$ cat src/rtl/pipe_hazard_ctrl_if.sv
// pipe_hazard_ctrl_if: issue bus between decode (master) and the hazard controller (slave)
interface pipe_hazard_ctrl_if #(parameter int AW = 3, parameter int FW = 3);
  logic in_valid, in_ready, in_use_a, in_use_b, in_we, in_is_load, stall;
  logic [AW-1:0] in_src_a, in_src_b, in_dst;
  logic [FW-1:0] fwd_a, fwd_b;
  modport master (
    output in_valid, in_src_a, in_src_b, in_use_a, in_use_b, in_dst, in_we, in_is_load,
    input  in_ready, stall, fwd_a, fwd_b
  );
  modport slave (
    input  in_valid, in_src_a, in_src_b, in_use_a, in_use_b, in_dst, in_we, in_is_load,
    output in_ready, stall, fwd_a, fwd_b
  );
endinterface

$ cat src/rtl/pipe_hazard_ctrl.sv
// pipe_hazard_ctrl: tag tracking, forwarding selects, load-use stall and flush kill; PIPE_HAZARD_STATS_EN adds stall/bubble counters
module pipe_hazard_ctrl #(
  parameter int DEPTH        = 4,
  parameter int AW           = 3,
  parameter int LOAD_STAGE   = 2,
  parameter int FLUSH_STAGES = 1,
  parameter int FW           = $clog2(DEPTH+1)
) (
  input  logic                clk,
  input  logic                reset,
  input  logic                pipe_en,
  input  logic                flush,
  pipe_hazard_ctrl_if.slave   dec,
  output logic [DEPTH-1:0]    stage_valid,
  output logic [15:0]         stall_cnt,
  output logic [15:0]         bubble_cnt
);
  logic [DEPTH-1:0]         v, we, ld;
  logic [DEPTH-1:0][AW-1:0] dst;
  logic [FW-1:0]            fa, fb;
  logic                     la, lb, stall, accept;
  // scan oldest to youngest so the youngest match overrides
  always_comb begin
    fa = '0;
    fb = '0;
    la = 1'b0;
    lb = 1'b0;
    for (int i = DEPTH-1; i >= 0; i--) begin
      if (v[i] && we[i] && dec.in_use_a && dst[i] == dec.in_src_a) begin
        fa = FW'(i+1);
        la = ld[i] && (i+1 < LOAD_STAGE);
      end
      if (v[i] && we[i] && dec.in_use_b && dst[i] == dec.in_src_b) begin
        fb = FW'(i+1);
        lb = ld[i] && (i+1 < LOAD_STAGE);
      end
    end
  end
  assign stall        = dec.in_valid && (la || lb);
  assign dec.stall    = stall;
  assign dec.fwd_a    = fa;
  assign dec.fwd_b    = fb;
  assign dec.in_ready = pipe_en && !stall && !flush;
  assign accept       = dec.in_valid && dec.in_ready;
  assign stage_valid  = v;
  always_ff @(posedge clk or negedge reset)
    if (!reset) begin
      v   <= '0;
      we  <= '0;
      ld  <= '0;
      dst <= '0;
    end else if (pipe_en) begin
      v[0]   <= accept;
      we[0]  <= dec.in_we;
      ld[0]  <= dec.in_is_load;
      dst[0] <= dec.in_dst;
      for (int k = 1; k < DEPTH; k++) begin
        v[k]   <= v[k-1] && !(flush && k <= FLUSH_STAGES);
        we[k]  <= we[k-1];
        ld[k]  <= ld[k-1];
        dst[k] <= dst[k-1];
      end
    end
`ifdef PIPE_HAZARD_STATS_EN
  always_ff @(posedge clk or negedge reset)
    if (!reset) begin
      stall_cnt  <= '0;
      bubble_cnt <= '0;
    end else if (pipe_en) begin
      if (stall && !(&stall_cnt)) stall_cnt <= stall_cnt + 16'd1;
      if (!accept && !(&bubble_cnt)) bubble_cnt <= bubble_cnt + 16'd1;
    end
`else
  assign stall_cnt  = '0;
  assign bubble_cnt = '0;
`endif
endmodule

$ cat src/flat_wrapper.sv
// flat-port wrapper written by rule: the top's interface ports become plain ports
module pipe_hazard_ctrl_flat 
#(
  parameter int DEPTH        = 4,
  parameter int AW           = 3,
  parameter int LOAD_STAGE   = 2,
  parameter int FLUSH_STAGES = 1,
  parameter int FW           = $clog2(DEPTH+1)
)
  (clk, reset, pipe_en, flush, stage_valid, stall_cnt, bubble_cnt, dec_in_valid, dec_in_src_a, dec_in_src_b, dec_in_use_a, dec_in_use_b, dec_in_dst, dec_in_we, dec_in_is_load, dec_in_ready, dec_stall, dec_fwd_a, dec_fwd_b);
  pipe_hazard_ctrl_if #(.AW(AW), .FW(FW)) dec_i ();
  input  logic clk;
  input  logic reset;
  input  logic pipe_en;
  input  logic flush;
  output logic [DEPTH-1:0] stage_valid;
  output logic [15:0] stall_cnt;
  output logic [15:0] bubble_cnt;
  input wire logic [$bits(dec_i.in_valid)-1:0] dec_in_valid;
  input wire logic [$bits(dec_i.in_src_a)-1:0] dec_in_src_a;
  input wire logic [$bits(dec_i.in_src_b)-1:0] dec_in_src_b;
  input wire logic [$bits(dec_i.in_use_a)-1:0] dec_in_use_a;
  input wire logic [$bits(dec_i.in_use_b)-1:0] dec_in_use_b;
  input wire logic [$bits(dec_i.in_dst)-1:0] dec_in_dst;
  input wire logic [$bits(dec_i.in_we)-1:0] dec_in_we;
  input wire logic [$bits(dec_i.in_is_load)-1:0] dec_in_is_load;
  output wire logic [$bits(dec_i.in_ready)-1:0] dec_in_ready;
  output wire logic [$bits(dec_i.stall)-1:0] dec_stall;
  output wire logic [$bits(dec_i.fwd_a)-1:0] dec_fwd_a;
  output wire logic [$bits(dec_i.fwd_b)-1:0] dec_fwd_b;
  assign dec_i.in_valid = dec_in_valid;
  assign dec_i.in_src_a = dec_in_src_a;
  assign dec_i.in_src_b = dec_in_src_b;
  assign dec_i.in_use_a = dec_in_use_a;
  assign dec_i.in_use_b = dec_in_use_b;
  assign dec_i.in_dst = dec_in_dst;
  assign dec_i.in_we = dec_in_we;
  assign dec_i.in_is_load = dec_in_is_load;
  assign dec_in_ready = dec_i.in_ready;
  assign dec_stall = dec_i.stall;
  assign dec_fwd_a = dec_i.fwd_a;
  assign dec_fwd_b = dec_i.fwd_b;
  pipe_hazard_ctrl #(.DEPTH(DEPTH), .AW(AW), .LOAD_STAGE(LOAD_STAGE), .FLUSH_STAGES(FLUSH_STAGES), .FW(FW)) u_core (.clk(clk), .reset(reset), .pipe_en(pipe_en), .flush(flush), .dec(dec_i), .stage_valid(stage_valid), .stall_cnt(stall_cnt), .bubble_cnt(bubble_cnt));
endmodule
$ cat config.mk
export PLATFORM = sky130hd
export DESIGN_NAME = pipe_hazard_ctrl_flat
export DESIGN_NICKNAME = d
export VERILOG_FILES = /design/src/rtl/pipe_hazard_ctrl_if.sv /design/src/rtl/pipe_hazard_ctrl.sv /design/src/flat_wrapper.sv
export SDC_FILE = /design/constraint.sdc
export NUM_CORES = 1
export LEC_CHECK = 0
export BUFFER_PORTS_ARGS = -buffer_cell sky130_fd_sc_hd__buf_2
export CORE_ASPECT_RATIO = 0.7
export CORE_MARGIN = 2
export CORE_UTILIZATION = 25
export DETAILED_ROUTE_END_ITERATION = 8
export SYNTH_ARGS = -nofsm -noshare
export SYNTH_HDL_FRONTEND = slang
export SYNTH_SLANG_ARGS = --single-unit
$ cat constraint.sdc
create_clock -name clk -period 1.78 [get_ports clk]
set_clock_uncertainty 0.05 [all_clocks]
set_input_delay 0.267 -clock clk [delete_from_list [all_inputs] [get_ports clk]]
set_output_delay 0.267 -clock clk [all_outputs]
set_load 0.05 [all_outputs]
==> run summary, run 1 <==
Post-route ant nets = 0
Synth async-reset ratio = 100%
Drt total wl = 3200 um
Worst-path clk slew = 70 ps
Fin cells = 259
Final #Nets = 206
Register area = 529 sq um
Vias/cell = 4.01
CTS Root Cell = clkbuf_8
Status = finished with violations
Warnings from Yosys = 0
Tot GR Track Use = 10.7%
Maximum clock rate = 0.449 GHz
Largest net degree at the start of global routing = 23
Boundary pin count = 62
Crit path kind = reg -> out
Synthesized area = 1420 sq um
Crit. End Element = primary output
Top post-synthesis cells by area = dfrtp_1 37%, buf_4 17%, mux2_2 15%
Hold WC Path Type = in -> reg
Post-Synthesis Cells = 135
Core Util, Final = 35.0%
Failing checks = negative setup slack
Number of synthesized register bits = 21
I/O Buffers = 29
Final hold violation count = 0
Slew headroom = 66.3%
Die Area = 6300 sq um
Fill cells = 566
Antenna diodes = 0
Largest fanout on the critical path = 3
VDD IR-drop max = 0.412 mV
Final min period = 2230 ps
Yosys top cell area share = 37.0%
Insertion delay of the later-clocked pin in the worst-skew pair = 260 ps
CP Data Required Time = 1460 ps
Static Leakage = 0.891 nW
Initial Utilization = 26.4%
Area growth from synthesis to layout = 32.5%
PD cells = 778 nW/um^2
Distinct cells, synth = 24
FP Rows = 22
Total number of vias = 1,038
Worst slew pin tran = 505 ps
Register area share after synthesis = 37.0%
Max Cap Violations = 0
Share of layout cells above drive strength 1 = 48.7%
Worst Setup Start Kind = register
Placeable core area = 5370 sq um
DR DRC count = 0
Setup TNS = -2850 ps
Initial DRC count = 14
Worst path arrival time = 1910 ps
Wirelength per Cell = 12.4 um
DPL Wire Length = 2610 um
RSZ-0062 raised after global routing = yes
Synth area leader = dfrtp_1
Post-synth EDFFs = 0
Count of final max-slew check failures = 0
CTS tree = yes
Placer Congestion = 0.782
Tcrit/Tclk final = 125%
Congestion Overflow GR = 0
Drt pass-1 iters = 4
Setup WS post-layout = -447 ps
Num CTS Buffers = 3
Dpl cells = 253
Max Buffers Root-to-Sink = 2
Sinks on the clock net = 21
First-pass GRT wire length = 5110 um
Setup violators final = 8
Die width = 94.0 um
H-tree levels = 1
Area of the multi-input gates = 827 sq um
Syn avg cell area = 10.5 sq um
Ys flop type = dfrtp_1
Die height = 67.0 um
Initial antenna violation count = 0
Vias in the first global route = 1,007
cells in the mapped netlist (all sizes together), types with 2 or more instances:
library cell  count
and3              2
buf              33
dfrtp            21
inv               3
mux2             19
nand3             8
nor2              2
nor2b             2
nor4              6
o21ai             2
or4               4
xor2             24
kinds of logic after synthesis:
group,Yosys count,share of synthesized area (%)
buf+inv,37,18.3
simple gates,27,11.6
xor+xnor,24,14.8
flops,21,37.0
mux,19,15.1
compound gates,6,2.91
other cells,1,0.264
registers in the layout (all words and copies together), names as in the netlist:
name                count
u_core.stage_valid      4
u_core.we               4
u_core.ld               1
u_core.dst             12
layout make-up:
| cell class | instances | area share [%] |
|---|---|---|
| Clock buffer | 4 | 2.40 |
| Inverter | 3 | 0.599 |
| Multi-Input combinational cell | 108 | 44.0 |
| Sequential cell | 21 | 28.1 |
| Tap cell | 72 | 4.79 |
| Timing Repair Buffer | 51 | 20.1 |
cell usage in the layout (no fill, tap or decap):
| master | instances |
|---|---|
| clkbuf_1 | 1 |
| nand2b_1 | 1 |
| conb_1 | 32 |
| inv_1 | 3 |
| a21boi_2 | 1 |
| nor2b_4 | 2 |
| and3_2 | 1 |
| and2_4 | 1 |
| xor2_1 | 23 |
| nor4_1 | 4 |
| dfrtp_1 | 18 |
| o22ai_1 | 1 |
| nor4_2 | 2 |
| buf_8 | 2 |
| dlygate4sd3_1 | 1 |
| clkbuf_8 | 3 |
| or4_4 | 4 |
| and3_4 | 1 |
| xor2_2 | 1 |
| a21oi_2 | 1 |
| mux2_2 | 19 |
| buf_2 | 21 |
| nor2_1 | 2 |
| nand2_1 | 1 |
| dfrtp_2 | 3 |
| nand3_1 | 8 |
| o21ai_4 | 2 |
| buf_6 | 8 |
| o32ai_1 | 1 |
| buf_4 | 19 |
worst max-delay path: stages, from the launching register on:
cell,delay [ps]
dfrtp_1,420
xor2_1,160
or4_4,540
a21boi_2,190
buf_4,140
a21oi_2,50
buf_6,150
timing repair:
| action | 4_1_cts | 5_1_grt |
|---|---|---|
| resized for setup | 22 | 2 |
| endpoints found under the hold margin | 21 | 0 |
| buffers inserted | 1 | 0 |
| hold buffers | 1 | 0 |
| setup endpoints to repair | 8 | 8 |
| pin swaps | 10 | 2 |
metrics by stage:
step                cell area [sq um]  setup slack [ps]  total power (W)  hold slack (ps)
floorplan                        1600              -102          0.00104            -78.6
global placement                 1730              -214          0.00113              207
detailed placement               1730              -227          0.00114              213
CTS                              1870              -439          0.00148              146
global route                     1880              -514          0.00155              156
finish                           1880              -447          0.00146              149
layer usage:
metal	global-route usage (%)	vias to the layer above	wire, um
met5	0	-	0
met4	2.36	0	12
met3	2.94	2	206
met2	15.4	43	1330
met1	15.6	496	1650
li1	-	497	-
report_power, final:
part / switching [W] / total [W] / internal (W)
combinational: 0.000323 / 0.000511 / 0.000187
sequential: 0.0000841 / 0.000635 / 0.000551
clock: 0.000157 / 0.000317 / 0.000160
path summary, 6_finish.rpt:
kind                                         endpoint  depth (start not counted)  slack, ps           from
worst max-delay path                     dec_in_ready                          6       -450  u_core.dst[1]
worst min-delay path            u_core.stage_valid[1]                          2        150          flush
worst max register to register  u_core.stage_valid[0]                          5         80  u_core.dst[1]
worst min register to register           u_core.ld[0]                          1        470   u_core.ld[0]
max in group asynchronous       u_core.stage_valid[0]                          2        850          reset
min in group asynchronous               u_core.dst[0]                          2        450          reset
Power figures use the tool's default switching activity.
==> run 2, diff against run 1 <==
RECOVER_POWER = 100   (was not set)
==> run 2 against run 1 <==
Against the previous run: the flow still finishes with violations (negative setup slack); non-clock buffer count stayed put; sequential share of layout area is 0.17 points higher; flip-flop and latch count unchanged.
==> run summary, run 2 (synthesis results as in run 1) <==
PD cells = 779 nW/um^2
Clock power share = 21.6%
Max reg flops = 12
Hold WC Path Type = in -> reg
Drt total wl = 3180 um
Boundary pin count = 62
Dpl cells = 253
Initial DRC count = 14
CP peak stage delay = 540 ps
Initial Utilization = 26.4%
Core Util, Final = 34.8%
Post-layout instance area = 1870 sq um
Max Cap Violations = 0
Die Area = 6300 sq um
Worst slew pin tran = 1140 ps
Net Sw Power = 0.000563 W
Count of final max-slew check failures = 0
Worst-path clk slew = 70 ps
Worst path arrival time = 1910 ps
I/O Buffers = 29
Largest delay contributor family on the critical path = simple AND/OR/NAND/NOR gates
Worst-path cell chain = xor2_1 -> or4_4 -> a21boi_2 -> buf_4 -> a21oi_2 -> buf_6
Switching part of the total = 38.6%
DPL Wire Length = 2610 um
Fill cells = 571
Share of layout cells above drive strength 1 = 46.0%
Placeable core area = 5370 sq um
Maximum clock rate = 0.449 GHz
Congestion Overflow GR = 0
Drt pass-1 iters = 4
Vias/cell = 4.02
Failing checks = negative setup slack
Largest reg by FF count = u_core.dst
Setup violators final = 8
CP bufs+invs = 2
FP Rows = 22
H-tree levels = 1
Final #Nets = 206
Worst hold slack = 148 ps
Wirelength per Cell = 12.3 um
Slowest-stage cell, CP = or4_4
VDD IR-drop max = 0.401 mV
Placer Congestion = 0.782
Worst Setup Start Kind = register
CP Data Required Time = 1460 ps
Placed Area = 1730 sq um
Final min period = 2230 ps
Die height = 67.0 um
Num CTS Buffers = 3
Combinational power share = 34.8%
Vias in the first global route = 1,007
Initial antenna violation count = 0
Status = finished with violations
CTS Root Cell = clkbuf_8
Largest net degree at the start of global routing = 23
Max Buffers Root-to-Sink = 2
Crit. End Element = primary output
CTS tree = yes
Insertion delay of the later-clocked pin in the worst-skew pair = 260 ps
RSZ-0062 raised after global routing = yes
Fin cells = 259
Antenna diodes = 0
Most frequent cells in the layout = 32 x conb_1, 23 x xor2_1, 19 x mux2_2
Sinks on the clock net = 21
Area growth from synthesis to layout = 31.7%
Cell internal pwr = 0.000894 W
DR DRC count = 0
Total number of vias = 1,041
Slew headroom = 24.1%
Crit path kind = reg -> out
Most common cell after layout, fill and taps aside = conb_1
Tcrit/Tclk final = 125%
Sequential share of power = 43.6%
Largest fanout on the critical path = 3
Setup WS post-layout = -448 ps
Static Leakage = 0.871 nW
First-pass GRT wire length = 5110 um
Tot GR Track Use = 10.7%
Setup TNS = -2850 ps
Post-route ant nets = 0
Die width = 94.0 um
Final hold violation count = 0
==> run 2: changes by cell type in the layout (fill, tap and decap cells not counted) <==
cell      previous run  this run
clkbuf_2             0         2
buf_2               21        16
clkbuf_1             1         6
buf_4               19        17
==> run 2: worst paths after layout <==
| check | endpoint | slack (ps) | depth (start not counted) | startpoint |
|---|---|---|---|---|
| min reg2reg | u_core.ld[0] | 480 | 1 | u_core.ld[0] |
| max reg2reg | u_core.stage_valid[0] | 30 | 5 | u_core.dst[1] |
| min in group asynchronous | u_core.dst[0] | 470 | 2 | reset |
| max | dec_in_ready | -450 | 6 | u_core.dst[1] |
| min | u_core.stage_valid[1] | 150 | 2 | flush |
| max in group asynchronous | u_core.stage_valid[0] | 800 | 2 | reset |
==> run 2: through the flow <==
stage          worst slack [ps]  total power [W]
6_report                   -448          0.00146
5_1_grt                    -514          0.00154
4_1_cts                    -439          0.00148
3_5_place_dp               -227          0.00114
3_3_place_gp               -214          0.00113
2_1_floorplan              -102          0.00104
==> run 2: area by class of cell <==
type | count | area, sq um | area share [%]
multi-input combinational | 108 | 827 | 44.2
timing repair buffer | 51 | 367 | 19.6
inverter | 3 | 11.3 | 0.602
clock buffer | 4 | 45.0 | 2.41
tap | 72 | 90.1 | 4.82
sequential | 21 | 529 | 28.3
==> run 2: timing repair <==
item                                    CTS  global route
setup buffers                             1             0
hold endpoints to repair                 21             0
pin swaps                                10             2
resized for setup                        22             2
hold buffers                              1             0
cloned                                    0             0
endpoints found under the setup margin    8             8
==> run 2: power groups by stage <==
| stage | logic (W) | registers, W | clock network (W) |
|---|---|---|---|
| 2_1_floorplan | 0.000388 | 0.000653 | 0 |
| 3_3_place_gp | 0.000491 | 0.000640 | 0 |
| 3_5_place_dp | 0.000496 | 0.000644 | 0 |
| 4_1_cts | 0.000513 | 0.000635 | 0.000333 |
| 5_1_grt | 0.000548 | 0.000647 | 0.000347 |
| 6_report | 0.000507 | 0.000635 | 0.000315 |
==> run 2: layer usage <==
metal	vias up	track usage (%)	part of all wire [%]
li1	499	-	-
met1	497	15.6	51
met2	43	15.4	42
met3	2	2.94	6.7
met4	0	2.36	0.38
met5	-	0	0
==> run 3, diff against run 2 <==
==> constraint.sdc (replaced) <==
create_clock -name clk -period 1.78 [get_ports clk]
set_clock_uncertainty 0.05 [all_clocks]
set_input_delay 0.445 -clock clk [delete_from_list [all_inputs] [get_ports clk]]
set_output_delay 0.445 -clock clk [all_outputs]
set_load 0.05 [all_outputs]
==> run 3 against run 2 <==
Against the previous run: the run still ends with negative setup slack left; count of clock-buffer cells in the layout did not move; first-iteration DRC count rose by 21%; power rose by 2.8%; routed wire length fell by 0.16%; largest power group unchanged.
==> run summary, run 3 (synthesis results as in run 1) <==
Status = finished with violations
Failing checks = negative setup slack
H-tree levels = 1
Share of layout cells above drive strength 1 = 52.3%
Initial antenna violation count = 0
Initial Utilization = 26.4%
Post-CTS setup repair buffer count = 0
Drt total wl = 3180 um
DR DRC count = 0
Largest delay contributor family on the critical path = simple AND/OR/NAND/NOR gates
Crit. End Element = primary output
Worst-path clk slew = 70 ps
Congestion Overflow GR = 0
Critical Path Start = u_core.dst[1]
Initial DRC count = 17
Setup violators final = 8
Antenna diodes = 0
CP Data Required Time = 1280 ps
Largest net degree at the start of global routing = 23
Worst path arrival time = 1920 ps
Placer Congestion = 0.905
Worst slew pin tran = 1160 ps
Total number of vias = 1,069
RSZ-0062 raised after global routing = yes
Most common cell after layout, fill and taps aside = conb_1
Slowest-stage cell, CP = or4_4
Pwr Total = 0.00150 W
Die height = 67.0 um
Drt pass-1 iters = 4
Vias/cell = 4.00
Worst-path cell chain = xor2_1 -> or4_4 -> buf_4 -> and3_2 -> buf_6
Tcrit/Tclk final = 136%
Max reg flops = 12
Placeable core area = 5370 sq um
Setup TNS = -4420 ps
DPL Wire Length = 2650 um
Final min period = 2420 ps
Area growth from synthesis to layout = 39.5%
Static Leakage = 0.938 nW
Count of final max-slew check failures = 0
Largest reg by FF count = u_core.dst
Num CTS Buffers = 3
CTS tree = yes
Fill cells = 562
Worst Setup Start Kind = register
Hold WC Path Type = in -> reg
Max Buffers Root-to-Sink = 2
FP Rows = 22
Maximum clock rate = 0.413 GHz
CP bufs+invs = 2
Tot GR Track Use = 10.9%
Core Util, Final = 36.9%
PD cells = 757 nW/um^2
Setup WS post-layout = -639 ps
Post-route ant nets = 0
Max Cap Violations = 0
Wirelength per Cell = 11.9 um
Crit path kind = reg -> out
Die width = 94.0 um
Post-layout instance area = 1980 sq um
Sinks on the clock net = 21
Hold_sp = flush
VDD IR-drop max = 0.427 mV
Largest fanout on the critical path = 3
Boundary pin count = 62
Die Area = 6300 sq um
CP peak stage delay = 550 ps
Slew headroom = 22.9%
Vias in the first global route = 1,000
Final #Nets = 214
First-pass GRT wire length = 5060 um
Final hold violation count = 0
I/O Buffers = 29
Worst reg2reg startpoint = u_core.dst[1]
Number of hold buffers added after CTS = 0
Insertion delay of the later-clocked pin in the worst-skew pair = 260 ps
DP Worst Slack = -594 ps
CTS Root Cell = clkbuf_8
Most frequent cells in the layout = 32 x conb_1, 26 x buf_4, 24 x xor2_1
Placed Area = 1860 sq um
run 3: changes by cell type in the layout (fill, tap and decap cells not counted), sizes merged:
cell         previous run  this run
clkbuf                 11        10
buf                    43        53
dlygate4sd3             1         0
run 3: what timing repair did:
item / CTS / global route
gates resized for setup: 22 / 1
pin swaps: 5 / 4
endpoints found under the setup margin: 8 / 9
run 3: path summary, 6_finish.rpt:
path / end / slack (ps) / depth (start not counted)
worst max-delay path: dec_fwd_a[2] / -640 / 5
worst min-delay path: u_core.stage_valid[1] / 320 / 2
worst max register to register: u_core.stage_valid[0] / 60 / 5
worst min register to register: u_core.ld[0] / 480 / 1
max in group asynchronous: u_core.stage_valid[0] / 570 / 1
min in group asynchronous: u_core.dst[8] / 350 / 1
run 3: report_power, final:
group	switching [W]	internal, W	total, W
registers	0.0000813	0.000551	0.000633
logic	0.000342	0.000212	0.000554
clock network	0.000152	0.000159	0.000312
run 3: final cells by class:
| cell class | instances | area, sq um | share of cell area (%) |
|---|---|---|---|
| clock buffers | 4 | 45.0 | 2.28 |
| inverters | 3 | 11.3 | 0.569 |
| flip-flops and latches | 21 | 529 | 26.7 |
| multi-input cells | 108 | 860 | 43.4 |
| well taps | 72 | 90.1 | 4.55 |
| repair buffers | 59 | 444 | 22.4 |
run 3: per-layer routing:
layer / part of all wire, % / GRT usage [%] / vias to the layer above
met5: 0 / 0 / -
met2: 39 / 14.0 / 42
li1: - / - / 521
met4: 0.44 / 2.90 / 0
met3: 7.8 / 4.19 / 2
met1: 53 / 16.5 / 504
run 3: per-stage QoR:
step | hold slack, ps | instances
floorplan | 99.4 | 166
global placement | 390 | 263
detailed placement | 393 | 263
CTS | 104 | 267
global route | 318 | 267
finish | 318 | 267
